File: config.mk
export PLATFORM = sky130hd
export DESIGN_NAME = accumulate_stream_flat
export DESIGN_NICKNAME = d
export VERILOG_FILES = /design/src/rtl/accumulate_stream_pkg.sv /design/src/rtl/accumulate_stream_if.sv /design/src/rtl/accumulate_stream_adder.sv /design/src/rtl/accumulate_stream.sv /design/src/flat_wrapper.sv
export SDC_FILE = /design/constraint.sdc
export NUM_CORES = 1
export LEC_CHECK = 0
export ABC_AREA = 1
export CAP_MARGIN = 20
export CORE_MARGIN = 2
export CORE_UTILIZATION = 35
export CTS_CLUSTER_SIZE = 40
export DETAILED_ROUTE_END_ITERATION = 6
export DONT_BUFFER_PORTS = 1
export PLACE_DENSITY = 0.62
export SLEW_MARGIN = 10
export SYNTH_ARGS = -nofsm -noshare
export SYNTH_HDL_FRONTEND = slang
export SYNTH_SLANG_ARGS = --single-unit
File: constraint.sdc
create_clock -name clk -period 1.6 [get_ports clk]
set_input_delay 0 -clock clk [delete_from_list [all_inputs] [get_ports clk]]
set_output_delay 0 -clock clk [all_outputs]
set_load 0.02 [all_outputs]
File: src/rtl/accumulate_stream_pkg.sv
// Shared definitions for the accumulate_stream block: FSM state encoding
// and default sizing constants.
package acc_pkg;

    localparam logic [1:0] ST_IDLE  = 2'd0;
    localparam logic [1:0] ST_ACCUM = 2'd1;
    localparam logic [1:0] ST_HOLD  = 2'd2;

    localparam int DEF_W         = 4;
    localparam int DEF_MAX_BEATS = 8;

    typedef enum logic [1:0] {
        IDLE  = ST_IDLE,
        ACCUM = ST_ACCUM,
        HOLD  = ST_HOLD
    } state_t;

endpackage

File: src/rtl/accumulate_stream_if.sv
// Operand stream in, frame result out. The master side is the producer and
// result consumer; the slave side is the accumulator itself.
interface accumulate_stream_if
    import acc_pkg::*;
#(
    parameter int W         = DEF_W,
    parameter int MAX_BEATS = DEF_MAX_BEATS,
    localparam int CW       = $clog2(MAX_BEATS + 1)
);

    logic          in_valid;
    logic          in_ready;
    logic [W-1:0]  in_data;
    logic          in_last;
    logic          out_valid;
    logic          out_ready;
    logic [W-1:0]  out_sum;
    logic          out_cout;
    logic          out_overflow;
    logic [CW-1:0] out_count;
    logic          out_trunc;

    modport master (
        output in_valid, in_data, in_last, out_ready,
        input  in_ready, out_valid, out_sum, out_cout, out_overflow,
               out_count, out_trunc
    );

    modport slave (
        input  in_valid, in_data, in_last, out_ready,
        output in_ready, out_valid, out_sum, out_cout, out_overflow,
               out_count, out_trunc
    );

endinterface

File: src/rtl/accumulate_stream_adder.sv
// The team's combinational n-bit adder. Its overflow output only catches the
// negative+negative case, so callers needing full signed overflow compute it
// themselves.
module arithmetic_operators #(
    parameter int n = 4
) (
    input  logic [n-1:0] a,
    input  logic [n-1:0] b,
    output logic [n-1:0] sum,
    output logic         cout,
    output logic         overflow
);

    logic [n:0] wide_sum;

    // Full-width add; the extra bit is the unsigned carry out.
    always_comb begin
        wide_sum = {1'b0, a} + {1'b0, b};
    end

    assign sum      = wide_sum[n-1:0];
    assign cout     = wide_sum[n];
    assign overflow = a[n-1] & b[n-1] & ~wide_sum[n-1];

endmodule

File: src/rtl/accumulate_stream.sv
// Frame accumulator: sums a stream of operands, tracks sticky carry and
// signed overflow, and presents one registered result per frame.
module accumulate_stream
    import acc_pkg::*;
#(
    parameter int W         = DEF_W,
    parameter int MAX_BEATS = DEF_MAX_BEATS,
    localparam int CW       = $clog2(MAX_BEATS + 1)
) (
    input  logic                clk,
    input  logic                rst_n,
    accumulate_stream_if.slave  bus
);

    state_t        state, state_n;
    logic [W-1:0]  acc, acc_n;
    logic          cout_s, cout_n;
    logic          ovf_s, ovf_n;
    logic [CW-1:0] count, count_n;
    logic          trunc, trunc_n;

    logic [W-1:0]  base;
    logic [W-1:0]  add_sum;
    logic          add_cout;
    logic          add_ovf_unused;
    logic          add_ovf;
    logic          accept;
    logic [CW-1:0] beat_count;
    logic          cap_hit;

    // A new frame starts from zero rather than whatever acc holds.
    assign base       = (state == IDLE) ? '0 : acc;
    assign accept     = bus.in_valid && (state != HOLD);
    assign beat_count = (state == IDLE) ? CW'(1) : count + CW'(1);
    assign cap_hit    = (beat_count == CW'(MAX_BEATS));

    arithmetic_operators #(.n(W)) u_adder (
        .a        (base),
        .b        (bus.in_data),
        .sum      (add_sum),
        .cout     (add_cout),
        .overflow (add_ovf_unused)
    );

    // Signed overflow covers both same-sign cases, unlike the adder's flag.
    assign add_ovf = (base[W-1] == bus.in_data[W-1]) && (add_sum[W-1] != base[W-1]);

    // Next-state and next-datapath decode.
    always_comb begin
        state_n = state;
        acc_n   = acc;
        cout_n  = cout_s;
        ovf_n   = ovf_s;
        count_n = count;
        trunc_n = trunc;
        case (state)
            IDLE, ACCUM: begin
                if (accept) begin
                    acc_n   = add_sum;
                    count_n = beat_count;
                    cout_n  = ((state == ACCUM) && cout_s) || add_cout;
                    ovf_n   = ((state == ACCUM) && ovf_s) || add_ovf;
                    trunc_n = 1'b0;
                    if (bus.in_last || cap_hit) begin
                        state_n = HOLD;
                        trunc_n = !bus.in_last;
                    end else begin
                        state_n = ACCUM;
                    end
                end
            end
            HOLD: begin
                if (bus.out_ready) begin
                    state_n = IDLE;
                    acc_n   = '0;
                    cout_n  = 1'b0;
                    ovf_n   = 1'b0;
                    count_n = '0;
                    trunc_n = 1'b0;
                end
            end
            default: begin
                state_n = IDLE;
            end
        endcase
    end

    // State and datapath registers; reset discards any frame in flight.
    always_ff @(posedge clk or negedge rst_n) begin
        if (!rst_n) begin
            state  <= IDLE;
            acc    <= '0;
            cout_s <= 1'b0;
            ovf_s  <= 1'b0;
            count  <= '0;
            trunc  <= 1'b0;
        end else begin
            state  <= state_n;
            acc    <= acc_n;
            cout_s <= cout_n;
            ovf_s  <= ovf_n;
            count  <= count_n;
            trunc  <= trunc_n;
        end
    end

    assign bus.in_ready     = (state != HOLD);
    assign bus.out_valid    = (state == HOLD);
    assign bus.out_sum      = acc;
    assign bus.out_cout     = cout_s;
    assign bus.out_overflow = ovf_s;
    assign bus.out_count    = count;
    assign bus.out_trunc    = trunc;

endmodule
File: src/flat_wrapper.sv
// flat-port wrapper written by rule: the top's interface ports become plain ports
module accumulate_stream_flat import acc_pkg::*;
#(
    parameter int W         = DEF_W,
    parameter int MAX_BEATS = DEF_MAX_BEATS,
    localparam int CW       = $clog2(MAX_BEATS + 1)
)
  (clk, rst_n, bus_in_valid, bus_in_data, bus_in_last, bus_out_ready, bus_in_ready, bus_out_valid, bus_out_sum, bus_out_cout, bus_out_overflow, bus_out_count, bus_out_trunc);
  accumulate_stream_if #(.W(W), .MAX_BEATS(MAX_BEATS)) bus_i ();
  input  logic clk;
  input  logic rst_n;
  input wire logic [$bits(bus_i.in_valid)-1:0] bus_in_valid;
  input wire logic [$bits(bus_i.in_data)-1:0] bus_in_data;
  input wire logic [$bits(bus_i.in_last)-1:0] bus_in_last;
  input wire logic [$bits(bus_i.out_ready)-1:0] bus_out_ready;
  output wire logic [$bits(bus_i.in_ready)-1:0] bus_in_ready;
  output wire logic [$bits(bus_i.out_valid)-1:0] bus_out_valid;
  output wire logic [$bits(bus_i.out_sum)-1:0] bus_out_sum;
  output wire logic [$bits(bus_i.out_cout)-1:0] bus_out_cout;
  output wire logic [$bits(bus_i.out_overflow)-1:0] bus_out_overflow;
  output wire logic [$bits(bus_i.out_count)-1:0] bus_out_count;
  output wire logic [$bits(bus_i.out_trunc)-1:0] bus_out_trunc;
  assign bus_i.in_valid = bus_in_valid;
  assign bus_i.in_data = bus_in_data;
  assign bus_i.in_last = bus_in_last;
  assign bus_i.out_ready = bus_out_ready;
  assign bus_in_ready = bus_i.in_ready;
  assign bus_out_valid = bus_i.out_valid;
  assign bus_out_sum = bus_i.out_sum;
  assign bus_out_cout = bus_i.out_cout;
  assign bus_out_overflow = bus_i.out_overflow;
  assign bus_out_count = bus_i.out_count;
  assign bus_out_trunc = bus_i.out_trunc;
  accumulate_stream #(.W(W), .MAX_BEATS(MAX_BEATS)) u_core (.clk(clk), .rst_n(rst_n), .bus(bus_i));
endmodule
==> metrics.log, run 1 <==
[metrics] antenna-violating nets left: 0
[metrics] Via density: 4.74
[metrics] count of standard-cell rows: 17
[metrics] share of the yosys chip area belonging to registers: between 40% and 50%
[metrics] count of unique library cells instantiated by Yosys: 22
[metrics] All-Layer GR Usage: 15.7%
[metrics] H-tree level count: 1
[metrics] kind of end point of the critical path: register
[metrics] post-CTS clock slew at the launch and capture registers of the worst setup and hold paths: 0.09 ns
[metrics] Fillers: 213
[metrics] most frequent standard cell in the layout excluding fill and tap cells: sky130_fd_sc_hd__nand2_1
[metrics] clock root cell: sky130_fd_sc_hd__clkbuf_4
[metrics] most frequent cells in the layout: sky130_fd_sc_hd__nand2_1 (19), sky130_fd_sc_hd__inv_1 (14), sky130_fd_sc_hd__buf_4 (12), sky130_fd_sc_hd__dfrtp_1 (12), sky130_fd_sc_hd__nor2_1 (8)
[metrics] setup repair after global routing missed its margin: true
[metrics] wire length reported by the detailed router: between 1500 and 2000 um
[metrics] IO Count: 22
[metrics] synthesis-stage register bit count: 13
[metrics] synthesized area divided by synthesized cell count: 7.99 um^2
[metrics] total count of hold-check failures in the final report: 0
[metrics] maximum frequency from static timing analysis: ~640 MHz
[metrics] final setup slack of the worst path: roughly 0.029 ns
[metrics] final instance area: 1040 um^2
[metrics] Leak: roughly 0.51 nW
[metrics] Vias: 711
[metrics] residual overflow from global routing: 0
[metrics] result of the run: completed
[metrics] TritonCTS clock tree: built
[metrics] vias in the first global route: 706
[metrics] diodes inserted: 0
[metrics] relative max-transition margin: around 58%
[metrics] area of placed instances: 918 um^2
[metrics] TNS Setup: 0 ns
[metrics] PwrDens: between 1000 and 1500 nW/um^2
[metrics] Worst setup SP type: register
[metrics] critical path data required time: 1.77 ns
[metrics] area of the placeable core: 2190 um^2
[metrics] count of mapped cells out of synthesis: 101
[metrics] total clock buffers created by CTS: 3
[metrics] HPWL reported at the end of detailed placement: 1350 um
[metrics] Worst Skew: 0.00511 ns
[metrics] clock sinks: 13
[metrics] Hold Worst Slack: between 0.01 and 0.015 ns
[metrics] final critical delay including setup and external delays: 1.57 ns
[metrics] count of final max-slew check failures: 0
[metrics] max-cap violations: 0
[metrics] Starting Density: between 30 and 40%
[metrics] critical path arrival: 1.75 ns
[metrics] layout cells sized above 1: 30.3%
[metrics] antenna violations before repair: 0
[metrics] largest net degree at the start of global routing: 14
[metrics] number of search-and-repair iterations in the first detailed-routing pass: 4
[metrics] DIE HEIGHT: between 50 and 60 um
[metrics] yosys synthesis warning count: 0
[metrics] crit path kind: reg2reg
[metrics] Final Net Count: 138
[metrics] endpoints failing setup: 0
[metrics] Starting DRT DRC Count: 14
[metrics] wire length of the first global-routing pass: 3130 um
[metrics] worst slew pin tran: 0.627 ns
[metrics] Mapped Nets: 116
[metrics] RePlAce Congestion: 0.730
[metrics] number of buffers added on ports: 0
[metrics] Die Width: 52.0 um
[metrics] class of the tightest hold or removal check: in2reg
[metrics] synthesized area: about 800 um^2
[metrics] Area growth, synth to finish: 28.5%
[metrics] worst-case vdd ir drop: 598 uV
[metrics] die area: approximately 2700 um^2
[metrics] Longest Clk Path Bufs: 2
[metrics] Pwr Total: roughly 0.0012 W
[metrics] later-pin clock latency in the skew report: 0.28 ns
[metrics] number of remaining DRC errors: 0
[metrics] worst setup slack after placement: -0.00517 ns
[metrics] largest fanout of any net on the critical path: 4
[metrics] average wire per standard cell: between 10 and 15 um
[metrics] share of the cycle needed by the critical path after routing: 98.2%
## registers in the layout, summed over array words and instances (netlist names)
signal,flops
u_core.bus.out_count,4
u_core.bus.out_sum,4
u_core.state,2
u_core.bus.out_cout,1
u_core.bus.out_overflow,1
u_core.bus.out_trunc,1
## layer usage
| metal | GRT usage [%] | wire, um | vias to the layer above |
|---|---|---|---|
| met5 | 0 | 0 | - |
| met4 | 1.32 | 0 | 0 |
| met3 | 5.75 | 101 | 0 |
| met2 | 26.4 | 889 | 19 |
| met1 | 19.9 | 796 | 327 |
| li1 | - | - | 365 |
## power by group
| part | switching, W | internal [W] |
|---|---|---|
| combinational | 0.000329 | 0.000221 |
| sequential | 0.0000717 | 0.000401 |
| clock | 0.000113 | 0.0000966 |
## final timing paths
| kind | from | to | slack, ns | depth (start not counted) |
|---|---|---|---|---|
| max in group asynchronous | rst_n | u_core.bus.out_sum[0] | 0.99 | 1 |
| max | u_core.state[0] | u_core.bus.out_sum[2] | 0.03 | 9 |
| min in group asynchronous | rst_n | u_core.bus.out_overflow | 0.17 | 1 |
| min reg2reg | u_core.bus.out_sum[2] | u_core.bus.out_sum[2] | 0.56 | 2 |
| min | bus_out_ready | u_core.bus.out_overflow | 0.01 | 3 |
| max reg2reg | u_core.state[0] | u_core.bus.out_sum[2] | 0.03 | 9 |
## synthesized netlist by cell type
cell,number,share of area [%]
sky130_fd_sc_hd__a21oi_1,4,2.5
sky130_fd_sc_hd__a22o_1,1,1.1
sky130_fd_sc_hd__and2_0,1,0.78
sky130_fd_sc_hd__dfrtp_1,13,40
sky130_fd_sc_hd__fa_1,1,2.5
sky130_fd_sc_hd__ha_1,5,7.8
sky130_fd_sc_hd__inv_1,15,7.0
sky130_fd_sc_hd__inv_2,4,1.9
sky130_fd_sc_hd__inv_4,1,0.78
sky130_fd_sc_hd__nand2_1,19,8.8
sky130_fd_sc_hd__nand2_2,1,0.78
sky130_fd_sc_hd__nand2_4,2,2.8
sky130_fd_sc_hd__nand3_1,5,3.1
sky130_fd_sc_hd__nand3_2,1,1.2
sky130_fd_sc_hd__nor2_1,9,4.2
sky130_fd_sc_hd__nor2_2,3,2.3
sky130_fd_sc_hd__nor2_4,1,1.4
sky130_fd_sc_hd__o21ai_0,4,2.5
sky130_fd_sc_hd__o21ai_1,6,3.7
sky130_fd_sc_hd__o22ai_1,3,2.3
sky130_fd_sc_hd__o31ai_2,1,1.6
sky130_fd_sc_hd__or2_1,1,0.78
## what timing repair did
item / in CTS / in global routing
hold endpoints to repair: 17 / 0
resized for setup: 3 / 7
setup buffers: 1 / 1
endpoints found under the setup margin: 4 / 5
pin swaps: 0 / 3
hold buffers: 5 / 0
## critical path, stage by stage (launching register included)
cell	delay, ns
sky130_fd_sc_hd__dfrtp_1	0.40
sky130_fd_sc_hd__nor2_4	0.07
sky130_fd_sc_hd__nor2_1	0.10
sky130_fd_sc_hd__ha_2	0.20
sky130_fd_sc_hd__inv_2	0.04
sky130_fd_sc_hd__fa_2	0.35
sky130_fd_sc_hd__o21ai_1	0.14
sky130_fd_sc_hd__a21oi_1	0.06
sky130_fd_sc_hd__nand2_1	0.06
sky130_fd_sc_hd__o21ai_1	0.06
## stage by stage
stage / util [%] / cells
after floorplan: - / 101
after global placement: 41.9 / 139
after detailed placement: 41.9 / 139
after CTS: 45.9 / 149
after global routing: 47.3 / 150
final: 47.3 / 150
## area by class of cell
type,instances,area [um^2],area share [%]
clock buffers,4,26.3,2.53
inverters,20,77.6,7.48
multi-input cells,68,432,41.6
flip-flops and latches,13,327,31.5
well taps,28,35.0,3.38
repair buffers,17,140,13.5
## logic make-up after synthesis
family	synth area share, %
and+or+nand+nor	26.2
DFF	40.3
AOI/OAI and AO/OA	13.6
buffers and inverters	9.61
adders and majority gates	10.2
(Power assumes the default switching activity.)
==> run 2: changes to the inputs <==
--- a/config.mk
+++ b/config.mk
@@ -9,9 +9,9 @@
 export CAP_MARGIN = 20
 export CORE_MARGIN = 2
-export CORE_UTILIZATION = 35
+export CORE_UTILIZATION = 43
 export CTS_CLUSTER_SIZE = 40
 export DETAILED_ROUTE_END_ITERATION = 6
 export DONT_BUFFER_PORTS = 1
-export PLACE_DENSITY = 0.62
+export PLACE_DENSITY = 0.71
 export SLEW_MARGIN = 10
 export SYNTH_ARGS = -nofsm -noshare
==> constraint.sdc (replaced) <==
create_clock -name clk -period 1.6 [get_ports clk]
set_input_delay 0.24 -clock clk [delete_from_list [all_inputs] [get_ports clk]]
set_output_delay 0.24 -clock clk [all_outputs]
set_load 0.02 [all_outputs]
==> run 2 against run 1 <==
Compared with the run above: total power shrank 2.7%; via count shrank 3.5%; first-iteration DRC count fell by 50%; critical path type unchanged; flip-flop and latch count unchanged; fmax increased by 3.9%; die area shrank 17%; clock power down 3%.
==> metrics.log, run 2 (same netlist as run 1, synthesis figures left out) <==
[metrics] result of the run: completed (unchanged)
[metrics] wire length reported by the detailed router: 1610 um (was 1790 um)
[metrics] crit path kind: reg2reg (unchanged)
[metrics] average wire per standard cell: 11.4 um (was 11.9 um)
[metrics] critical path data required time: 1.79 ns (was 1.77 ns)
[metrics] Final Net Count: 132 (was 138)
[metrics] Area growth, synth to finish: 21.2% (was 28.5%)
[metrics] Vias: 686 (was 711)
[metrics] class of the tightest hold or removal check: in2reg (unchanged)
[metrics] IO Count: 22 (unchanged)
[metrics] P_sw: 0.000497 W (was 0.000514 W)
[metrics] Clk pwr share: 16.9% (was 17.0%)
[metrics] Leak: 0.485 nW (was 0.515 nW)
[metrics] Critical R2R Launch: u_core.state[0] (unchanged)
[metrics] terminus of the critical flop-to-flop path: u_core.bus.out_sum[1] (was u_core.bus.out_sum[2])
[metrics] count of final max-slew check failures: 0 (unchanged)
[metrics] HPWL reported at the end of detailed placement: 1270 um (was 1350 um)
[metrics] Worst Hold Endpoint: u_core.state[1] (was u_core.bus.out_overflow)
[metrics] Int Power: 0.000703 W (was 0.000719 W)
[metrics] All-Layer GR Usage: 18.0% (was 15.7%)
[metrics] TritonCTS clock tree: built (unchanged)
[metrics] total count of hold-check failures in the final report: 0 (unchanged)
[metrics] residual overflow from global routing: 0 (unchanged)
[metrics] share of the cycle needed by the critical path after routing: 94.5% (was 98.2%)
[metrics] antenna violations before repair: 0 (unchanged)
[metrics] Worst Skew: 0.00243 ns (was 0.00511 ns)
[metrics] kind of end point of the critical path: register (unchanged)
[metrics] Longest Clk Path Bufs: 2 (unchanged)
[metrics] critical path arrival: 1.70 ns (was 1.75 ns)
[metrics] area of combinational cells with multiple inputs: 432 um^2 (unchanged)
[metrics] vias in the first global route: 669 (was 706)
[metrics] number of search-and-repair iterations in the first detailed-routing pass: 4 (unchanged)
[metrics] maximum frequency from static timing analysis: 662 MHz (was 636 MHz)
[metrics] non-filler cells, final: 141 (was 150)
[metrics] wire length of the first global-routing pass: 2760 um (was 3130 um)
[metrics] Die Width: 47.3 um (was 52.0 um)
[metrics] final critical delay including setup and external delays: 1.51 ns (was 1.57 ns)
[metrics] area of the placeable core: 1750 um^2 (was 2190 um^2)
[metrics] proportion of power drawn by combinational gates: 43.9% (was 44.6%)
[metrics] worst hold path depth: 2 (was 3)
[metrics] worst slew pin tran: 0.579 ns (was 0.627 ns)
[metrics] diodes inserted: 0 (unchanged)
[metrics] setup repair after global routing missed its margin: true (unchanged)
[metrics] most frequent standard cell in the layout excluding fill and tap cells: sky130_fd_sc_hd__nand2_1 (unchanged)
[metrics] Starting DRT DRC Count: 7 (was 14)
[metrics] area used by sequential logic in the layout: 327 um^2 (unchanged)
[metrics] Hold Crit Start: bus_out_ready (unchanged)
[metrics] share of power burned in registers: 39.3% (was 38.3%)
[metrics] Via density: 4.87 (was 4.74)
[metrics] register-to-register setup slack: 0.09 ns (was 0.03 ns)
[metrics] max-cap violations: 0 (unchanged)
[metrics] Hold Worst Slack: 0.131 ns (was 0.0127 ns)
[metrics] endpoints failing setup: 0 (unchanged)
[metrics] largest fanout of any net on the critical path: 4 (unchanged)
[metrics] clock root cell: sky130_fd_sc_hd__clkbuf_4 (unchanged)
[metrics] RePlAce Congestion: 0.851 (was 0.730)
[metrics] PwrDens: 1230 nW/um^2 (was 1190 nW/um^2)
[metrics] Worst setup SP type: register (unchanged)
[metrics] clock sinks: 13 (unchanged)
[metrics] post-CTS clock slew at the launch and capture registers of the worst setup and hold paths: 0.08 ns (was 0.09 ns)
[metrics] placed instance count: 136 (was 139)
[metrics] later-pin clock latency in the skew report: 0.27 ns (was 0.28 ns)
[metrics] H-tree level count: 1 (unchanged)
[metrics] layout cells sized above 1: 31.0% (was 30.3%)
[metrics] DIE HEIGHT: 47.3 um (was 52.0 um)
[metrics] Starting Density: 46.2% (was 36.8%)
[metrics] largest net degree at the start of global routing: 14 (unchanged)
[metrics] relative max-transition margin: 61.3% (was 58.1%)
[metrics] number of buffers added on ports: 0 (unchanged)
[metrics] most frequent cells in the layout: sky130_fd_sc_hd__nand2_1 (19), sky130_fd_sc_hd__inv_1 (14), sky130_fd_sc_hd__dfrtp_1 (12) (was sky130_fd_sc_hd__nand2_1 (19), sky130_fd_sc_hd__inv_1 (14), sky130_fd_sc_hd__buf_4 (12), sky130_fd_sc_hd__dfrtp_1 (12), sky130_fd_sc_hd__nor2_1 (8))
[metrics] total clock buffers created by CTS: 3 (unchanged)
[metrics] number of remaining DRC errors: 0 (unchanged)
[metrics] Worst Reg2Reg Path Length in Cells: 6 (was 9)
[metrics] worst-case vdd ir drop: 666 uV (was 598 uV)
[metrics] antenna-violating nets left: 0 (unchanged)
[metrics] Fillers: 166 (was 213)
[metrics] count of standard-cell rows: 15 (was 17)
[metrics] die area: 2240 um^2 (was 2710 um^2)
[metrics] fraction of power spent switching nets: 41.4% (was 41.7%)
## run 2: power groups by stage
stage	Combinational (W)	Sequential (W)	Clock, W
2_1_floorplan	0.000271	0.000544	0
3_3_place_gp	0.000491	0.000471	0
3_5_place_dp	0.000495	0.000475	0
4_1_cts	0.000508	0.000469	0.000205
5_1_grt	0.000592	0.000482	0.000228
6_report	0.000526	0.000471	0.000203
## run 2: final cells by class
cell class	count	area share, %
repair buffers	11	8.70
multi-input cells	68	44.1
flip-flops and latches	13	33.4
well taps	25	3.20
inverters	20	7.93
clock buffers	4	2.69
## run 2: worst max-delay path by stage
stage                     from                    end  slack (ns)  cells past startpoint
4_1_cts        u_core.state[0]    u_core.bus.out_cout       0.006                      8
3_5_place_dp   u_core.state[0]  u_core.bus.out_sum[1]      -0.009                      6
6_report       u_core.state[0]  u_core.bus.out_sum[1]        0.09                      6
2_1_floorplan  u_core.state[0]  u_core.bus.out_sum[2]      0.0003                      9
3_3_place_gp   u_core.state[0]  u_core.bus.out_sum[2]        0.06                      9
5_1_grt        u_core.state[0]    u_core.bus.out_cout       -0.04                      8
## run 2: what timing repair did
action | in CTS | in global routing
endpoints found under the setup margin | 5 | 5
buffers inserted | 0 | 0
hold endpoints to repair | 13 | 0
resized for setup | 1 | 11
hold buffers | 1 | 0
## run 2: through the flow
step	total power (W)	setup TNS (ns)	worst slack, ns	utilization, %	instance area [um^2]
global route	0.00130	-0.107	-0.0405	56.1	978
global placement	0.000962	0	0.0613	52.4	915
finish	0.00120	0	0.0884	56.1	978
CTS	0.00118	0	0.00560	54.6	953
detailed placement	0.000969	-0.0160	-0.00866	52.4	915
floorplan	0.000815	0	0.000278	-	808
## run 2: critical path, stage by stage, from the launching register on
cell                      delay (ns)
sky130_fd_sc_hd__dfrtp_1        0.41
sky130_fd_sc_hd__nor2_4         0.17
sky130_fd_sc_hd__nor2_2         0.05
sky130_fd_sc_hd__ha_2           0.17
sky130_fd_sc_hd__inv_2          0.05
sky130_fd_sc_hd__fa_2           0.41
sky130_fd_sc_hd__o22ai_1        0.17
## run 2: per-layer routing
metal / part of all wire [%] / GRT usage, % / up-vias
li1: - / - / 360
met1: 47 / 22.8 / 304
met2: 46 / 25.7 / 20
met3: 6.1 / 8.85 / 2
met4: 0.74 / 8.33 / 0
met5: 0 / 0 / -
==> run 3: changes to the inputs <==
ABC_AREA = unset   (was 1)
==> run 3 against run 2 <==
Compared with the run above: the run now ends with setup timing left; wire length grew 25%; count of clock-buffer cells in the layout stayed put; cell count decreased by 5.0%; clock power rose by 6%; combinational power is 27% higher; critical endpoint is now u_core.bus.out_trunc; largest cell class unchanged; largest power group unchanged; highest routed layer unchanged.
==> metrics.log, run 3 <==
[metrics] result of the run: finished with violations (was completed)
[metrics] violated checks: setup timing
[metrics] Pwr Total: 0.00137 W (was 0.00120 W)
[metrics] worst-case vdd ir drop: 874 uV (was 666 uV)
[metrics] number of buffers added on ports: 0 (unchanged)
[metrics] wire length of the first global-routing pass: 3270 um (was 2760 um)
[metrics] top post-synthesis cells by area: sky130_fd_sc_hd__dfrtp_1 (42%), sky130_fd_sc_hd__ha_1 (8.1%), sky130_fd_sc_hd__o21ai_0 (5.2%) (was sky130_fd_sc_hd__dfrtp_1 (40%), sky130_fd_sc_hd__nand2_1 (8.8%), sky130_fd_sc_hd__ha_1 (7.8%))
[metrics] synthesized area: 768 um^2 (was 807 um^2)
[metrics] average wire per standard cell: 15.1 um (was 11.4 um)
[metrics] antenna-violating nets left: 0 (unchanged)
[metrics] Area growth, synth to finish: 49.3% (was 21.2%)
[metrics] later-pin clock latency in the skew report: 0.29 ns (was 0.27 ns)
[metrics] Critical R2R Launch: u_core.bus.out_count[1] (was u_core.state[0])
[metrics] share of the yosys chip area belonging to registers: 42.3% (was 40.3%)
[metrics] count of unique library cells instantiated by Yosys: 27 (was 22)
[metrics] share of the synthesized netlist area taken by xor and xnor gates: 5.70% (was 0%)
[metrics] most frequent standard cell in the layout excluding fill and tap cells: sky130_fd_sc_hd__buf_4 (was sky130_fd_sc_hd__nand2_1)
[metrics] Vias: 704 (was 686)
[metrics] critical-path cell list: ha_4 > xor2_1 > or4b_4 > or3_4 > o31ai_4 (was nor2_4 > nor2_2 > ha_2 > inv_2 > fa_2 > o22ai_1)
[metrics] largest family of logic cells by synthesized area: compound AO/OA/AOI/OAI gates (was simple AND/OR/NAND/NOR gates)
[metrics] simple-gate portion of the synthesized area: 18.7% (was 26.2%)
[metrics] critical path data required time: 1.82 ns (was 1.79 ns)
[metrics] non-filler cells, final: 134 (was 141)
[metrics] final setup slack of the worst path: -0.213 ns (was 0.0884 ns)
[metrics] Leak: 0.510 nW (was 0.485 nW)
[metrics] residual overflow from global routing: 0 (unchanged)
[metrics] total count of hold-check failures in the final report: 0 (unchanged)
[metrics] Via density: 5.25 (was 4.87)
[metrics] Longest Clk Path Bufs: 2 (unchanged)
[metrics] area of placed instances: 1010 um^2 (was 915 um^2)
[metrics] Worst setup SP type: register (unchanged)
[metrics] family of cells with the greatest summed delay on the critical path: simple AND/OR/NAND/NOR gates (was adder cells)
[metrics] count of buffer and inverter cells on the critical path: 0 (was 1)
[metrics] Adder-Cell Fraction of Synth Area: 10.7% (was 10.2%)
[metrics] Main synth FF type: sky130_fd_sc_hd__dfrtp_1 (unchanged)
[metrics] clock sinks: 13 (unchanged)
[metrics] final critical delay including setup and external delays: 1.81 ns (was 1.51 ns)
[metrics] Slowest cell on crit path: sky130_fd_sc_hd__or4b_4 (was sky130_fd_sc_hd__dfrtp_1)
[metrics] placed instance count: 125 (was 136)
[metrics] yosys synthesis warning count: 0 (unchanged)
[metrics] Die Width: 46.3 um (was 47.3 um)
[metrics] most frequent cells in the layout: sky130_fd_sc_hd__buf_4 (20), sky130_fd_sc_hd__dfrtp_1 (10), sky130_fd_sc_hd__nand2_1 (9) (was sky130_fd_sc_hd__nand2_1 (19), sky130_fd_sc_hd__inv_1 (14), sky130_fd_sc_hd__dfrtp_1 (12))
[metrics] H-tree level count: 1 (unchanged)
[metrics] antenna violations before repair: 0 (unchanged)
[metrics] total clock buffers created by CTS: 3 (unchanged)
[metrics] kind of end point of the critical path: register (unchanged)
[metrics] DIE HEIGHT: 46.3 um (was 47.3 um)
[metrics] synthesized area divided by synthesized cell count: 9.60 um^2 (was 7.99 um^2)
[metrics] setup repair after global routing missed its margin: true (unchanged)
[metrics] critical path arrival: 2.03 ns (was 1.70 ns)
[metrics] worst slew pin tran: 0.610 ns (was 0.579 ns)
[metrics] Synth top area share: 42.3% (was 40.3%)
[metrics] max-cap violations: 0 (unchanged)
[metrics] All-Layer GR Usage: 22.1% (was 18.0%)
[metrics] wire length reported by the detailed router: 2020 um (was 1610 um)
[metrics] crit path kind: reg2reg (unchanged)
[metrics] compound-gate portion of the synthesized area: 18.9% (was 13.6%)
[metrics] largest net degree at the start of global routing: 14 (unchanged)
[metrics] synthesis-stage register bit count: 13 (unchanged)
[metrics] die area: 2140 um^2 (was 2240 um^2)
[metrics] Worst Reg2Reg Path Length in Cells: 5 (was 6)
[metrics] count of flip-flops with a built-in enable after synthesis: 0 (unchanged)
[metrics] IO Count: 22 (unchanged)
[metrics] RePlAce Congestion: 0.790 (was 0.851)
[metrics] count of standard-cell rows: 15 (unchanged)
[metrics] peak per-stage delay on the critical path: 0.49 ns (was 0.41 ns)
[metrics] Worst Hold Endpoint: u_core.state[1] (unchanged)
[metrics] register-to-register setup slack: -0.21 ns (was 0.09 ns)
[metrics] vias in the first global route: 726 (was 669)
[metrics] terminus of the critical flop-to-flop path: u_core.bus.out_trunc (was u_core.bus.out_sum[1])
[metrics] Mapped Nets: 95 (was 116)
[metrics] class of the tightest hold or removal check: in2reg (unchanged)
[metrics] diodes inserted: 0 (unchanged)
[metrics] most instantiated library cell after synthesis: sky130_fd_sc_hd__dfrtp_1 (was sky130_fd_sc_hd__nand2_1)
[metrics] count of final max-slew check failures: 0 (unchanged)
[metrics] final instance area: 1150 um^2 (was 978 um^2)
[metrics] Hold Crit Start: bus_out_ready (unchanged)
[metrics] Starting DRT DRC Count: 10 (was 7)
[metrics] number of remaining DRC errors: 0 (unchanged)
[metrics] Starting Density: 45.0% (was 46.2%)
[metrics] maximum frequency from static timing analysis: 551 MHz (was 662 MHz)
[metrics] layout cells sized above 1: 45.0% (was 31.0%)
[metrics] relative max-transition margin: 59.2% (was 61.3%)
[metrics] area of the placeable core: 1710 um^2 (was 1750 um^2)
[metrics] Worst Skew: 0.00521 ns (was 0.00243 ns)
[metrics] count of mapped cells out of synthesis: 80 (was 101)
[metrics] Commonest cells post-synth: sky130_fd_sc_hd__dfrtp_1 (13), sky130_fd_sc_hd__nand2_1 (9), sky130_fd_sc_hd__o21ai_0 (8) (was sky130_fd_sc_hd__nand2_1 (19), sky130_fd_sc_hd__inv_1 (15), sky130_fd_sc_hd__dfrtp_1 (13))
[metrics] TritonCTS clock tree: built (unchanged)
[metrics] endpoints failing setup: 6 (was 0)
[metrics] fraction of registers with async set or reset after synthesis: 100% (unchanged)
[metrics] number of search-and-repair iterations in the first detailed-routing pass: 4 (unchanged)
[metrics] clock root cell: sky130_fd_sc_hd__clkbuf_4 (unchanged)
[metrics] share of the cycle needed by the critical path after routing: 113% (was 94.5%)
[metrics] post-CTS clock slew at the launch and capture registers of the worst setup and hold paths: 0.08 ns (about the same)
[metrics] post-synthesis cell type with the largest combined area: sky130_fd_sc_hd__dfrtp_1 (unchanged)
[metrics] HPWL reported at the end of detailed placement: 1410 um (was 1270 um)
[metrics] Fillers: 133 (was 166)
[metrics] largest fanout of any net on the critical path: 2 (was 4)
[metrics] worst setup slack after placement: -0.200 ns (was -0.00866 ns)
[metrics] Final Net Count: 125 (was 132)
[metrics] mux share of post-synthesis cell area: 0% (unchanged)
[metrics] worst hold path depth: 1 (was 2)
[metrics] PwrDens: 1200 nW/um^2 (was 1230 nW/um^2)
[run 3: cell count changes after synthesis, moves of 3 or more]
cell | previous run | this run
sky130_fd_sc_hd__inv_1 | 15 | 6
sky130_fd_sc_hd__inv_2 | 4 | 0
sky130_fd_sc_hd__nand2_1 | 19 | 9
sky130_fd_sc_hd__nor2_1 | 9 | 2
sky130_fd_sc_hd__nor2b_1 | 0 | 4
sky130_fd_sc_hd__o21ai_0 | 4 | 8
sky130_fd_sc_hd__o21ai_1 | 6 | 1
sky130_fd_sc_hd__o31ai_1 | 0 | 3
sky130_fd_sc_hd__xor2_1 | 0 | 4
[run 3: layer usage]
| metal | part of all wire, % | vias to the layer above | GRT usage [%] | wire length [um] |
|---|---|---|---|---|
| met5 | 0 | - | 0 | 0 |
| met4 | 1.9 | 0 | 8.57 | 39 |
| met3 | 5.6 | 5 | 7.45 | 114 |
| met2 | 50 | 23 | 34.7 | 1010 |
| met1 | 42 | 337 | 27.8 | 856 |
| li1 | - | 339 | - | - |
[run 3: cells by family after synthesis]
group | after synthesis
DFF | 13
adders and majority gates | 6
and+or+nand+nor | 26
buffers and inverters | 7
xor gates and xnor gates | 5
AOI/OAI and AO/OA | 23
[run 3: layout make-up]
class / count / area (um^2) / area share [%]
Multi-Input combinational cell: 60 / 520 / 45.4
Clock buffer: 4 / 26.3 / 2.29
Inverter: 6 / 25.0 / 2.18
Sequential cell: 13 / 329 / 28.7
Tap cell: 25 / 31.3 / 2.73
Timing Repair Buffer: 26 / 215 / 18.8
[run 3: worst max-delay path by stage]
| stage | start | endpoint | slack, ns | cells past startpoint |
|---|---|---|---|---|
| after floorplan | u_core.bus.out_count[0] | u_core.bus.out_trunc | -0.24 | 5 |
| after global placement | u_core.bus.out_count[1] | u_core.bus.out_trunc | -0.17 | 5 |
| after detailed placement | u_core.bus.out_count[1] | u_core.bus.out_trunc | -0.20 | 5 |
| after CTS | u_core.bus.out_count[1] | u_core.bus.out_trunc | -0.21 | 5 |
| after global routing | u_core.state[0] | u_core.bus.out_cout | -0.31 | 9 |
| final | u_core.bus.out_count[1] | u_core.bus.out_trunc | -0.21 | 5 |
[run 3: power breakdown]
part           switching, W  internal [W]  total, W
Sequential        0.0000810      0.000408  0.000489
Clock              0.000119     0.0000973  0.000216
Combinational      0.000337      0.000329  0.000666
Total              0.000536      0.000835   0.00137
[run 3: repair_timing]
| item | CTS | global route |
|---|---|---|
| hold endpoints to repair | 13 | 1 |
| hold buffers | 1 | 1 |
| buffers inserted | 2 | 1 |
| endpoints found under the setup margin | 11 | 12 |
| resized for setup | 6 | 11 |
| pin swaps | 5 | 4 |
[run 3: per-stage QoR]
stage / setup TNS (ns) / hold WS [ns] / utilization [%]
CTS: -0.921 / 0.0193 / 63.1
global placement: -1.19 / -0.0553 / 59.2
global route: -1.24 / 0.0432 / 67.2
floorplan: -0.640 / -0.0556 / -
finish: -0.731 / 0.0568 / 67.2
detailed placement: -1.41 / -0.0553 / 59.2
